<file path="src/rtl/branch_predictor.sv">
// Direct-mapped 2-bit counter branch predictor with target store and EX-driven redirect.
// Optional tag storage and compare: define BP_TAG_CHECK_EN.
module branch_predictor #(
  parameter int ENTRIES = 64
) (
  input  logic        clk,
  input  logic        rst,
  output logic        init_done,
  input  logic [31:0] if_pc,
  output logic        pred_taken,
  output logic [31:0] pred_target,
  input  logic        upd_valid,
  input  logic        upd_is_b_type,
  input  logic [31:0] upd_pc,
  input  logic        upd_taken,
  input  logic [31:0] upd_target,
  input  logic        upd_pred_taken,
  input  logic [31:0] upd_pred_target,
  output logic        redirect_valid,
  output logic [31:0] redirect_pc
);

  localparam int IDX_W = $clog2(ENTRIES);

  typedef enum logic {
    S_INIT,
    S_RUN
  } state_e;

  state_e             state_q;
  state_e             state_d;
  logic [IDX_W-1:0]   idx_q;
  logic [IDX_W-1:0]   idx_d;
  logic               init_done_q;
  logic               redirect_valid_q;
  logic               redirect_valid_d;
  logic [31:0]        redirect_pc_q;
  logic [31:0]        redirect_pc_d;

  logic [ENTRIES-1:0] valid_q;
  logic [1:0]         ctr_q [ENTRIES];
  logic [31:0]        tgt_q [ENTRIES];

  logic               run;
  logic               init_we;

  logic [IDX_W-1:0]   l_idx;
  logic               l_hit;
  logic [IDX_W-1:0]   u_idx;
  logic               u_hit;
  logic               trn;
  logic               mis;
  logic               wr_en;
  logic [1:0]         ctr_old;
  logic [1:0]         ctr_d;
  logic [31:0]        tgt_d;

  // State register
  always_ff @(posedge clk) begin
    if (rst) begin
      state_q <= S_INIT;
      idx_q   <= '0;
    end else begin
      state_q <= state_d;
      idx_q   <= idx_d;
    end
  end

  // Next-state logic: one table entry cleared per INIT cycle
  always_comb begin
    state_d = state_q;
    idx_d   = idx_q;
    if (rst) begin
      state_d = S_INIT;
      idx_d   = '0;
    end else begin
      unique case (state_q)
        S_INIT: begin
          idx_d = idx_q + 1'b1;
          if (idx_q == IDX_W'(ENTRIES - 1)) begin
            state_d = S_RUN;
          end
        end
        S_RUN: begin
          state_d = S_RUN;
        end
      endcase
    end
  end

  // Output decode
  always_comb begin
    run     = 1'b0;
    init_we = 1'b0;
    if (!rst) begin
      unique case (state_q)
        S_INIT:  init_we = 1'b1;
        S_RUN:   run     = 1'b1;
      endcase
    end
  end

  assign l_idx = if_pc[IDX_W+1:2];
  assign u_idx = upd_pc[IDX_W+1:2];

`ifdef BP_TAG_CHECK_EN
  localparam int TAG_W = 32 - IDX_W - 2;
  logic [TAG_W-1:0]   tag_q [ENTRIES];

  assign l_hit = valid_q[l_idx]
               && (tag_q[l_idx] == if_pc[31:IDX_W+2]);
  assign u_hit = valid_q[u_idx]
               && (tag_q[u_idx] == upd_pc[31:IDX_W+2]);
`else
  assign l_hit = valid_q[l_idx];
  assign u_hit = valid_q[u_idx];
`endif

  // Lookup reads pre-update contents; no bypass from training
  always_comb begin
    pred_taken  = 1'b0;
    pred_target = '0;
    if (run) begin
      pred_taken  = l_hit & ctr_q[l_idx][1];
      pred_target = l_hit ? tgt_q[l_idx] : if_pc + 32'd4;
    end
  end

  assign trn = run & upd_valid & upd_is_b_type;
  assign mis = (upd_taken != upd_pred_taken)
             | (upd_taken & (upd_target != upd_pred_target));

  always_comb begin
    ctr_old = ctr_q[u_idx];
    ctr_d   = 2'b10;
    tgt_d   = upd_target;
    wr_en   = trn & (u_hit | upd_taken);
    if (u_hit) begin
      if (upd_taken) begin
        ctr_d = (ctr_old == 2'b11) ? 2'b11 : ctr_old + 2'd1;
      end else begin
        ctr_d = (ctr_old == 2'b00) ? 2'b00 : ctr_old - 2'd1;
        tgt_d = tgt_q[u_idx];
      end
    end
  end

  always_ff @(posedge clk) begin
    if (init_we) begin
      valid_q[idx_q] <= 1'b0;
      ctr_q[idx_q]   <= 2'b01;
    end else if (wr_en) begin
      valid_q[u_idx] <= 1'b1;
      ctr_q[u_idx]   <= ctr_d;
      tgt_q[u_idx]   <= tgt_d;
`ifdef BP_TAG_CHECK_EN
      tag_q[u_idx]   <= upd_pc[31:IDX_W+2];
`endif
    end
  end

  always_comb begin
    redirect_valid_d = trn & mis;
    redirect_pc_d    = redirect_pc_q;
    if (redirect_valid_d) begin
      redirect_pc_d = upd_taken ? upd_target : upd_pc + 32'd4;
    end
  end

  always_ff @(posedge clk) begin
    if (rst) begin
      init_done_q      <= 1'b0;
      redirect_valid_q <= 1'b0;
      redirect_pc_q    <= '0;
    end else begin
      init_done_q      <= (state_d == S_RUN);
      redirect_valid_q <= redirect_valid_d;
      redirect_pc_q    <= redirect_pc_d;
    end
  end

  assign init_done      = init_done_q;
  assign redirect_valid = redirect_valid_q;
  assign redirect_pc    = redirect_pc_q;

endmodule

</file>
<file path="config.mk">
export PLATFORM = sky130hd
export DESIGN_NAME = branch_predictor
export DESIGN_NICKNAME = d
export VERILOG_FILES = /design/src/rtl/branch_predictor.sv
export SDC_FILE = /design/constraint.sdc
export NUM_CORES = 2
export LEC_CHECK = 0
export ABC_CLOCK_PERIOD_IN_PS = 9500
export BUFFER_PORTS_ARGS = -buffer_cell sky130_fd_sc_hd__buf_2
export CAP_MARGIN = 40
export CORE_MARGIN = 4
export CORE_UTILIZATION = 65
export DETAILED_ROUTE_END_ITERATION = 8
export PLACE_DENSITY_LB_ADDON = 0.1
export SLEW_MARGIN = 5
export SYNTH_ARGS = -nofsm -noshare
export SYNTH_HDL_FRONTEND = slang
export SYNTH_SLANG_ARGS = --single-unit
</file>
<file path="constraint.sdc">
create_clock -name clk -period 9.5 [get_ports clk]
set_input_delay 0.475 -clock clk [delete_from_list [all_inputs] [get_ports clk]]
set_output_delay 0.475 -clock clk [all_outputs]
set_load 0.05 [all_outputs]
</file>
==> flow_metrics.env <==
export IMPL_status="complete, no violations"
export IMPL_grt_pass1_vias=48100
export IMPL_rsz0062_at_grt="no"
export IMPL_dieArea_um2=147000
export IMPL_regArea_um2=68100
export IMPL_yosysSeqAreaShare_pct=74.3
export IMPL_fp_row_count=137
export IMPL_max_vdd_ir_drop_uv=179
export IMPL_synth_ff_type="edfxtp_1"
export IMPL_dp_slack_ps=4200
export IMPL_setup_ws_ps=4270
export IMPL_synthCells=4402
export IMPL_cts_htree_levels=4
export IMPL_port_buffers=200
export IMPL_grt_pass1_wl_mm=363
export IMPL_fillers=7976
export IMPL_dr_pass1_iters=6
export IMPL_layout_cells_non_filler=6807
export IMPL_core_area_um2=140000
export IMPL_p_per_area_nw_per_um2=200
export IMPL_num_vias=49000
export IMPL_ant_nets=0
export IMPL_crit_path_end_kind="output pin"
export IMPL_die_y_um=383
export IMPL_netSwitchingFraction_pct=21.7
export IMPL_power_frac_clock_pct=40.1
export IMPL_dp_cells=6394
export IMPL_final_cell_mix="edfxtp_1 (2240), mux4_2 (654), clkbuf_16 (222), buf_2 (194), a21oi_1 (178)"
export IMPL_ys_types=62
export IMPL_synth_edf_count=2240
export IMPL_cts_buffers_inserted=218
export IMPL_tritoncts="yes"
export IMPL_ios=201
export IMPL_clk_latency_ps=850
export IMPL_netSwitchingPower_mw=4.46
export IMPL_layout_drive_gt1_share_pct=29.1
export IMPL_syn_area_um2=91600
export IMPL_gp_congestion=0.948
export IMPL_nets=4882
export IMPL_yosysWarnings=0
export IMPL_fmax_mhz=191
export IMPL_syn_to_final_growth_pct=12.1
export IMPL_initial_core_util_pct=65.6
export IMPL_avgSynthCellArea_um2=20.8
export IMPL_drt_wl_total_mm=258
export IMPL_share_comb_of_total_power_pct=5.9
export IMPL_syn_nets=4539
export IMPL_synthArstFlopShare_pct=0
export IMPL_fin_skew_ps=26.1
export IMPL_path_max_fanout=45
export IMPL_hpwl_mm=144
export IMPL_worst_pin_slew_ps=982
export IMPL_antenna_found_initial=23
export IMPL_total_leakage_power_nw=32.6
export IMPL_postCtsSetupBuffers=0
export IMPL_hold_viol=0
export IMPL_final_common_cell="edfxtp_1"
export IMPL_pwr_share_seq_pct=54.0
export IMPL_cts_sinks=2280
export IMPL_drt_iter0_markers=8079
export IMPL_maxSlewViolCount=0
export IMPL_dieWidth_um=383
export IMPL_root_buffer="clkbuf_16"
export IMPL_crit_type="in2out"
export IMPL_clockBufferDepth=3
export IMPL_grt_max_degree=131
export IMPL_period_needed_ps=5230
export IMPL_drc=0
export IMPL_worstHoldPathType="in2reg"
export IMPL_wire_per_inst_um=37.9
export IMPL_fin_crit_sh_pct=55.1
export IMPL_reg2reg_setup_slack_ps=5680
export IMPL_via_per_inst=7.20
export IMPL_critPathRequiredTime_ps=9030
export IMPL_clk_pin_slew_ps=60
export IMPL_cp_arrival_ps=4750
export IMPL_relSlewSlack_pct=34.6
export IMPL_grt_ovfl_total=0
export IMPL_grt_usage_pct=35.7
export IMPL_critPathLaunchType="input pin"
export IMPL_setup_viol=0
export IMPL_fin_tns_setup_ps=0
export IMPL_multiInputGateArea_um2=22800
export IMPL_p_int_mw=16.1
export IMPL_drv_cap=0
export IMPL_synth_seq_cells=2280
sequential cells by signal, indices dropped and copies added (netlist names):
register,cells
ctr_q,128
redirect_valid,1
redirect_pc,32
tgt_q,2048
idx_q,6
init_done,1
valid_q,64
kinds of logic after synthesis:
| logic type | after synthesis | synth area share, % |
|---|---|---|
| AO/OA/AOI/OAI | 445 | 3.02 |
| XOR/XNOR | 90 | 0.860 |
| AND/OR/NAND/NOR | 479 | 2.40 |
| adder cells (fa/ha/maj) | 3 | 0.0410 |
| multiplexers | 827 | 18.0 |
| flip-flops | 2280 | 74.3 |
| buffers and inverters | 278 | 1.43 |
critical path: stages:
cell      delay [ps]
buf_8            390
buf_4            720
buf_4            530
buf_12           280
mux4_2           520
mux4_2           590
mux4_2           490
nor2_1           330
a211oi_1          90
buf_2            250
cell usage after synthesis (all sizes together) (18+ instances only):
master  count  area (um2)
edfxtp   2240       67300
mux4      654       14700
nor2      204         766
a21oi     179         896
mux2i     159        1590
buf       132         762
clkbuf    132         495
nand2     116         435
o22ai      76         475
o21ai      57         289
xor2       48         420
o221ai     43         377
xnor2      42         368
dfxtp      40         801
a211oi     37         293
nand3      35         185
nand4      18         113
nor3       18        90.1
worst paths after layout:
check | to | startpoint | cells past startpoint
worst max-delay path | pred_target[30] | if_pc[2] | 10
worst min-delay path | tgt_q[62][10] | upd_target[10] | 1
worst max register to register | tgt_q[41][13] | init_done | 9
worst min register to register | redirect_pc[7] | redirect_pc[7] | 2
per-stage QoR:
stage                     area, um2  hold slack [ps]  power (mW)  utilization (%)
after floorplan               91600              573        11.9                -
after global placement        95700              457        12.4             68.5
after detailed placement      95800              467        12.5             68.6
after CTS                    103000             60.6        20.6             73.4
after global routing         103000             75.8        21.1             73.5
final                        103000              105        20.5             73.5
timing repair:
item,4_1_cts,5_1_grt
resized for setup,0,0
endpoints found under the hold margin,2,0
hold buffers,2,0
per-layer routing:
| metal | wire [um] | track usage [%] | vias up |
|---|---|---|---|
| met1 | 90100 | 50.6 | 25400 |
| li1 | - | - | 19200 |
| met5 | 315 | 0 | - |
| met4 | 10600 | 13.3 | 20 |
| met3 | 36300 | 10.9 | 572 |
| met2 | 120000 | 53.7 | 3763 |
layout make-up:
| cell class | instances | area share, % |
|---|---|---|
| antenna | 7 | 0.0171 |
| clock buffer | 263 | 5.56 |
| clock inverter | 136 | 1.00 |
| inverter | 14 | 0.0585 |
| multi-input combinational | 1844 | 22.2 |
| sequential | 2280 | 66.3 |
| tap | 1876 | 2.29 |
| timing repair buffer | 387 | 2.58 |
power groups by stage:
| stage | combinational (mW) | clock, mW | sequential [mW] |
|---|---|---|---|
| 6_report | 1.22 | 8.23 | 11.1 |
| 5_1_grt | 1.27 | 8.76 | 11.1 |
| 4_1_cts | 1.20 | 8.29 | 11.1 |
| 3_5_place_dp | 1.19 | 0 | 11.3 |
| 3_3_place_gp | 1.17 | 0 | 11.3 |
| 2_1_floorplan | 0.665 | 0 | 11.3 |
(Power assumes the default switching activity.)
